### config.mk
export PLATFORM = sky130hd
export DESIGN_NAME = button_conditioner
export DESIGN_NICKNAME = d
export VERILOG_FILES = /design/src/rtl/button_conditioner.sv
export SDC_FILE = /design/constraint.sdc
export NUM_CORES = 1
export LEC_CHECK = 0
export BUFFER_PORTS_ARGS = -buffer_cell sky130_fd_sc_hd__buf_2
export CAP_MARGIN = 20
export CORE_UTILIZATION = 55
export CTS_BUF_LIST = sky130_fd_sc_hd__clkbuf_4 sky130_fd_sc_hd__clkbuf_8
export DETAILED_ROUTE_END_ITERATION = 6
export GPL_TIMING_DRIVEN = 0
export PLACE_DENSITY = 0.75
export SYNTH_ARGS = -nofsm -noshare
export SYNTH_HDL_FRONTEND = slang
export SYNTH_SLANG_ARGS = --single-unit
### constraint.sdc
create_clock -name i_clk_36MHz -period 4.5 [get_ports i_clk_36MHz]
set_input_delay 0.675 -clock i_clk_36MHz [delete_from_list [all_inputs] [get_ports i_clk_36MHz]]
set_output_delay 0.675 -clock i_clk_36MHz [all_outputs]
set_load 0.01 [all_outputs]
### src/rtl/button_conditioner.sv
// -----------------------------------------------------------------------------
// button_conditioner
//   Conditions the raw left/right/shoot push-button pins before they reach the
//   player logic. Each pin is synchronised (2 flops), then debounced by a small
//   four-state FSM with its own counter. Produces clean levels, a single-cycle
//   fire pulse per press, and auto-repeating left/right step pulses.
//
// Parameters
//   DEBOUNCE_CYCLES  cycles a synchronised pin must stay steady to change level
//   REPEAT_CYCLES    cycles between step pulses while a direction is held
//   CNT_W            counter width, 2**CNT_W > max(DEBOUNCE_CYCLES, REPEAT_CYCLES)
//
// Ports
//   i_clk_36MHz    system clock, rising edge
//   i_reset_n      asynchronous active-low reset
//   i_left/right/shoot   raw asynchronous active-high buttons
//   o_left/right/shoot   debounced levels
//   o_left_step    1-cycle pulse: move left one step (auto-repeats while held)
//   o_right_step   1-cycle pulse: move right one step (auto-repeats while held)
//   o_shoot_pulse  1-cycle pulse once per debounced shoot press
// -----------------------------------------------------------------------------
module button_conditioner #(
  parameter int unsigned DEBOUNCE_CYCLES = 360000,
  parameter int unsigned REPEAT_CYCLES   = 3600000,
  parameter int unsigned CNT_W           = 22
) (
  input  logic i_clk_36MHz,
  input  logic i_reset_n,
  input  logic i_left,
  input  logic i_right,
  input  logic i_shoot,
  output logic o_left,
  output logic o_right,
  output logic o_shoot,
  output logic o_left_step,
  output logic o_right_step,
  output logic o_shoot_pulse
);

  typedef enum logic [1:0] {
    RELEASED   = 2'd0,
    PRESS_PEND = 2'd1,
    HELD       = 2'd2,
    REL_PEND   = 2'd3
  } btn_state_e;

  // Button index: 0 = left, 1 = right, 2 = shoot.
  localparam int NB = 3;
  localparam int ND = 2;

  localparam logic [CNT_W-1:0] ZERO     = '0;
  localparam logic [CNT_W-1:0] ONE      = CNT_W'(1);
  localparam logic [CNT_W-1:0] DEB_LAST = CNT_W'(DEBOUNCE_CYCLES - 1);
  localparam logic [CNT_W-1:0] REP_LAST = CNT_W'(REPEAT_CYCLES - 1);

  logic [NB-1:0]    pin;
  logic [NB-1:0]    sync1_q, sync2_q;
  btn_state_e       state_q [NB];
  btn_state_e       state_d [NB];
  logic [CNT_W-1:0] dcnt_q  [NB];
  logic [CNT_W-1:0] dcnt_d  [NB];
  logic [NB-1:0]    level_q, level_d;
  logic [NB-1:0]    rise_d;         // PRESS_PEND -> HELD on this edge
  logic [CNT_W-1:0] rcnt_q  [ND];
  logic [CNT_W-1:0] rcnt_d  [ND];
  logic [ND-1:0]    step_q, step_d;
  logic             shoot_pulse_q;
  logic             conflict;

  assign pin = {i_shoot, i_right, i_left};

  // Debounce FSMs and auto-repeat counters.
  always_comb begin
    for (int b = 0; b < NB; b++) begin
      // NOTE: every combinational output gets a default first so no path
      // through the case statement can leave it unassigned (no latches).
      state_d[b] = state_q[b];
      dcnt_d[b]  = dcnt_q[b];
      rise_d[b]  = 1'b0;
      unique case (state_q[b])
        RELEASED: begin
          if (sync2_q[b]) begin
            state_d[b] = PRESS_PEND;
            dcnt_d[b]  = ZERO;
          end
        end
        PRESS_PEND: begin
          if (!sync2_q[b]) begin
            state_d[b] = RELEASED;
          end else if (dcnt_q[b] == DEB_LAST) begin
            state_d[b] = HELD;
            rise_d[b]  = 1'b1;
          end else begin
            dcnt_d[b] = dcnt_q[b] + ONE;
          end
        end
        HELD: begin
          if (!sync2_q[b]) begin
            state_d[b] = REL_PEND;
            dcnt_d[b]  = ZERO;
          end
        end
        REL_PEND: begin
          if (sync2_q[b]) begin
            state_d[b] = HELD;
          end else if (dcnt_q[b] == DEB_LAST) begin
            state_d[b] = RELEASED;
          end else begin
            dcnt_d[b] = dcnt_q[b] + ONE;
          end
        end
        default: state_d[b] = RELEASED;
      endcase
      level_d[b] = (state_d[b] == HELD) || (state_d[b] == REL_PEND);
    end

    // Repeat counters advance only in HELD; REL_PEND freezes the phase so a
    // short bounce does not shift the step schedule.
    for (int d = 0; d < ND; d++) begin
      rcnt_d[d] = rcnt_q[d];
      step_d[d] = 1'b0;
      if (rise_d[d]) begin
        step_d[d] = 1'b1;
        rcnt_d[d] = ZERO;
      end else if (state_q[d] == HELD) begin
        if (rcnt_q[d] == REP_LAST) begin
          step_d[d] = 1'b1;
          rcnt_d[d] = ZERO;
        end else begin
          rcnt_d[d] = rcnt_q[d] + ONE;
        end
      end
    end
  end

  // NOTE: sequential state uses non-blocking assignments only, so every flop
  // samples the pre-edge values regardless of statement order.
  always_ff @(posedge i_clk_36MHz or negedge i_reset_n) begin
    if (!i_reset_n) begin
      sync1_q       <= '0;
      sync2_q       <= '0;
      level_q       <= '0;
      step_q        <= '0;
      shoot_pulse_q <= 1'b0;
      // NOTE: the counter arrays are a handful of flops, not a RAM, so they
      // are reset explicitly to give a deterministic restart mid-press.
      for (int b = 0; b < NB; b++) begin
        state_q[b] <= RELEASED;
        dcnt_q[b]  <= ZERO;
      end
      for (int d = 0; d < ND; d++) begin
        rcnt_q[d] <= ZERO;
      end
    end else begin
      sync1_q       <= pin;
      sync2_q       <= sync1_q;
      level_q       <= level_d;
      step_q        <= step_d;
      shoot_pulse_q <= rise_d[2];
      for (int b = 0; b < NB; b++) begin
        state_q[b] <= state_d[b];
        dcnt_q[b]  <= dcnt_d[b];
      end
      for (int d = 0; d < ND; d++) begin
        rcnt_q[d] <= rcnt_d[d];
      end
    end
  end

  // Both directions held: suppress steps; the counters keep running so masked
  // pulses are simply dropped.
  assign conflict      = level_q[0] & level_q[1];
  assign o_left        = level_q[0];
  assign o_right       = level_q[1];
  assign o_shoot       = level_q[2];
  assign o_left_step   = step_q[0] & ~conflict;
  assign o_right_step  = step_q[1] & ~conflict;
  assign o_shoot_pulse = shoot_pulse_q;

endmodule

==> reports/results.txt <==
Synthesis produced a netlist whose cell count is 740. TritonCTS built the clock tree. After clock tree synthesis, the clock-pin slew on the worst setup and hold paths is 0.07 ns. The share of the yosys chip area belonging to registers was 46.03%; the maximum vdd ir drop was 249.7 µV. The placed instances occupy a cell area of 0.007198 mm². The multi-input combinational cells in the finished layout cover a total of 0.003517 mm². Between clock sinks in the finished design, the worst skew comes to 0.009533 ns.

After filler insertion, the fill cell instance count of the layout stands at 1016. The number of antenna violations at the first check in global routing came out at 0. Power density over the cells: 296.0 mW/mm². The met1 layer usage reported by global route is 32.49%.

At the pin with the least slew margin, the transition time is 0.6747 ns. For the area of the core region, the log shows 0.01211 mm². Once layout is done, the placed cells without fillers occupy 0.007592 mm².

The tools report the total vias in the final route as 5884. In the synthesized netlist the dominant register cell turns out to be sky130_fd_sc_hd__dfrtp_1. The run finished with clean final reports. The count of TritonRoute iterations in the first routing pass is 5. Wires add up to 15180 µm. The flop and latch count out of synthesis is 127. For the number of hold violations in the final report, the log shows 0. The fraction of layout instances using a drive strength above 1 is 10.76%. Setup slack at placement: 1.987 ns. The effective utilization at floorplan was 57.00%.

Die boundary height: 114.0 µm. Measured against its own limit, the worst slew margin works out to 54.61%. The fraction of registers with async set or reset after synthesis works out to 100.0%. The met3 usage was 5.951%. The logs give 67 for the number of distinct library cell variants in the gate-level netlist after synthesis and 0 for the count of synthesis-stage warnings from yosys.

The die is 114.0 µm wide. Setup repair after global routing left no endpoint under its margin. Critical path class: flip-flop to flip-flop. The area growth from synthesis to layout was 9.967%. The area used by sequential logic in the layout was 0.003178 mm²; the routed wire length per instance was 16.00 µm. Entering global routing, the biggest net connects 69 pins. For the worst setup path, the data required time is 4.82 ns. The synthesized net count is 750, and the placement row count is 40. The run gives 780 as the net total in the final layout.

The worst setup path is captured at a flip-flop. After detailed placement, the design holds a cell count of 919. The type of the most critical hold path is primary input to asynchronous set/reset pin.

In this run the most used layer during global routing was met2. Number of enable-type register cells in the synthesized netlist: 0. 0 antenna diodes ended up in the layout. In this run the tool buffered the top-level ports with 10 buffer cells. The congestion estimate from routability-driven global placement came to 0.8825. Setup total negative slack on the finished layout was measured at 0 ns.

The tools report the count of pins over their slew limit as 0. The DRC violation total after the first TritonRoute iteration was 584; the buffer levels on the longest clock path was 2. The setup slack of the worst register-to-register path is 1.90 ns.

For this design, the sink count on the clock tree is 127. The run gives 17 as the total clock buffers created by CTS. Dividing the final minimum period by the clock period gives 57.88%. The worst hold margin came out at 0.2009 ns. The number of global-route vias before repair is 5707, and the global-route wire length before repair is 26080 µm.

In this run the mean area of a mapped cell was 9.330 µm². Setup violations remaining at the end of the flow were counted as 0. The floorplan step defined a die boundary enclosing 0.01301 mm².

After detailed routing, the number of remaining DRC violations is 0. The clock tree synthesis step divided the H-tree into 4 levels. Buffers added to address setup during post-CTS repair amount to 0.

The largest fanout on the critical path was 10. In the global route stage, met2 resource usage came out at 41.49%. The post-CTS resize count is 0, and the leakage power of the design is 3.266 nW.

Based on the critical path, the design can be clocked at up to 0.3839 GHz. The shortest period the worst path allows is 2.605 ns, and the clock latency of the later-clocked register in the worst-skew pair is 0.44 ns. For the worst setup path, the data arrival time is 2.92 ns. The clock tree root driver cell is sky130_fd_sc_hd__clkbuf_8. The overall overflow remaining after global route came out at 0. Summing every instance area after synthesis gives 0.006904 mm². Once detailed placement completed, the half-perimeter wirelength came to 10350 µm. Setup slack after layout: 1.895 ns.

11 I/O pins were placed. Once layout is complete, the cells apart from fillers number 949. For the global-route total usage across every layer, the log shows 25.34%. In this run the remaining antenna-violating nets after routing total 0. Using the TritonRoute via totals, the vias-per-cell ratio works out to 6.200. The sort of element at the start of the critical path was a flip-flop. The logs give 0 for the number of max-cap violations and 0 for the count of hold-fix buffers inserted at cts.
-- placed cells by master (no fill, tap or decap), types with 17 or more instances in the layout --
cell                       netlist  layout
sky130_fd_sc_hd__nand4_1        30      30
sky130_fd_sc_hd__nand3_1        45      45
sky130_fd_sc_hd__and3_1         24      24
sky130_fd_sc_hd__inv_1          18      18
sky130_fd_sc_hd__dfrtp_1       127     127
sky130_fd_sc_hd__o21ai_0        41      41
sky130_fd_sc_hd__or3_1          22      22
sky130_fd_sc_hd__clkbuf_8        0      21
sky130_fd_sc_hd__xor2_1         18      18
sky130_fd_sc_hd__xnor2_1        17      17
sky130_fd_sc_hd__nand2_1        70      70
sky130_fd_sc_hd__nor3_1         31      31
sky130_fd_sc_hd__nor2_1         56      56
sky130_fd_sc_hd__buf_2          11      20
sky130_fd_sc_hd__a21oi_1        38      38
-- metrics by stage --
stage | total power, W | util, %
after CTS | 0.002273 | 62.69
after global routing | 0.002336 | 62.69
after floorplan | 0.001241 | -
after global placement | 0.001280 | 59.15
after detailed placement | 0.001290 | 59.43
final | 0.002247 | 62.69
-- final timing paths --
kind                                  startpoint                endpoint  cells past startpoint
min in group i_clk_36MHz                  i_left    sync1_q[0]$_DFF_PN0_                      1
hold / removal                         i_reset_n   dcnt_q[0]$_DFFE_PN0P_                      1
setup / recovery           rcnt_q[0]$_DFFE_PN0P_   rcnt_q[5]$_DFFE_PN0P_                      7
setup reg to reg           rcnt_q[0]$_DFFE_PN0P_   rcnt_q[5]$_DFFE_PN0P_                      7
max in group asynchronous              i_reset_n  dcnt_q[31]$_DFFE_PN0P_                      2
hold reg to reg             sync1_q[1]$_DFF_PN0_    sync2_q[1]$_DFF_PN0_                      0
-- Yosys cell counts, types with 6 or more instances --
| cell | n | area share, % |
|---|---|---|
| sky130_fd_sc_hd__xnor2_1 | 17 | 2.2 |
| sky130_fd_sc_hd__nand3b_1 | 9 | 0.98 |
| sky130_fd_sc_hd__clkbuf_1 | 13 | 0.71 |
| sky130_fd_sc_hd__nand2_1 | 70 | 3.8 |
| sky130_fd_sc_hd__xor2_1 | 18 | 2.3 |
| sky130_fd_sc_hd__nor2_1 | 56 | 3.0 |
| sky130_fd_sc_hd__buf_2 | 11 | 0.80 |
| sky130_fd_sc_hd__nand3_1 | 45 | 3.3 |
| sky130_fd_sc_hd__a21oi_1 | 38 | 2.8 |
| sky130_fd_sc_hd__or4_1 | 11 | 1.2 |
| sky130_fd_sc_hd__a31oi_1 | 7 | 0.63 |
| sky130_fd_sc_hd__nand4_1 | 30 | 2.7 |
| sky130_fd_sc_hd__nand2b_1 | 7 | 0.63 |
| sky130_fd_sc_hd__o21ai_0 | 41 | 3.0 |
| sky130_fd_sc_hd__nor3_1 | 31 | 2.2 |
| sky130_fd_sc_hd__or3_1 | 22 | 2.0 |
| sky130_fd_sc_hd__inv_1 | 18 | 0.98 |
| sky130_fd_sc_hd__and3_1 | 24 | 2.2 |
| sky130_fd_sc_hd__a211o_1 | 13 | 1.6 |
| sky130_fd_sc_hd__nor4_1 | 12 | 1.1 |
| sky130_fd_sc_hd__a21o_1 | 6 | 0.65 |
| sky130_fd_sc_hd__dfrtp_1 | 127 | 46 |
| sky130_fd_sc_hd__and2_1 | 6 | 0.54 |
-- kinds of logic after synthesis --
| kind of cell | count (synthesis) | synth area share (%) |
|---|---|---|
| compound gates | 148 | 13.88 |
| xor+xnor | 35 | 4.440 |
| fa+ha+maj | 5 | 0.9061 |
| buf+inv | 46 | 3.026 |
| flops | 127 | 46.03 |
| mux | 8 | 1.232 |
| simple gates | 371 | 30.48 |
-- layer usage --
metal	vias up	part of all wire, %
met1	2910	45
met4	0	0.88
met2	140	50
li1	2820	-
met5	-	0
met3	14	4.1
-- area by class of cell --
| cell class | count | area share, % |
|---|---|---|
| clock inverter | 6 | 1.088 |
| multi-input combinational | 567 | 46.32 |
| timing repair buffer | 11 | 1.104 |
| tap | 168 | 2.769 |
| buffer | 27 | 1.813 |
| clock buffer | 24 | 4.103 |
| inverter | 19 | 0.9394 |
| sequential | 127 | 41.86 |
-- critical path: stages, from the launching register on --
cell	delay, ns
sky130_fd_sc_hd__dfrtp_1	0.40
sky130_fd_sc_hd__ha_1	0.25
sky130_fd_sc_hd__nand4_1	0.28
sky130_fd_sc_hd__nor4_2	0.66
sky130_fd_sc_hd__a21oi_1	0.27
sky130_fd_sc_hd__clkbuf_1	0.31
sky130_fd_sc_hd__a21oi_1	0.24
sky130_fd_sc_hd__a31oi_1	0.07
-- sequential cells by signal, summed over array words and instances, names as in the netlist --
| name | count |
|---|---|
| rcnt_q | 44 |
| sync1_q | 3 |
| dcnt_q | 66 |
| sync2_q | 3 |
| level_q | 3 |
| step_q | 2 |
| state_q | 5 |
| o_shoot_pulse | 1 |
-- where the power goes --
group | leakage (nW) | switching, W | internal [W]
Combinational | 1.31 | 0.0000592 | 0.0000254
Clock | 0.205 | 0.000420 | 0.000561
Sequential | 1.75 | 0.0000222 | 0.00116
Total | 3.27 | 0.000501 | 0.00175
Note: power is estimated with default switching activity, not from simulation.
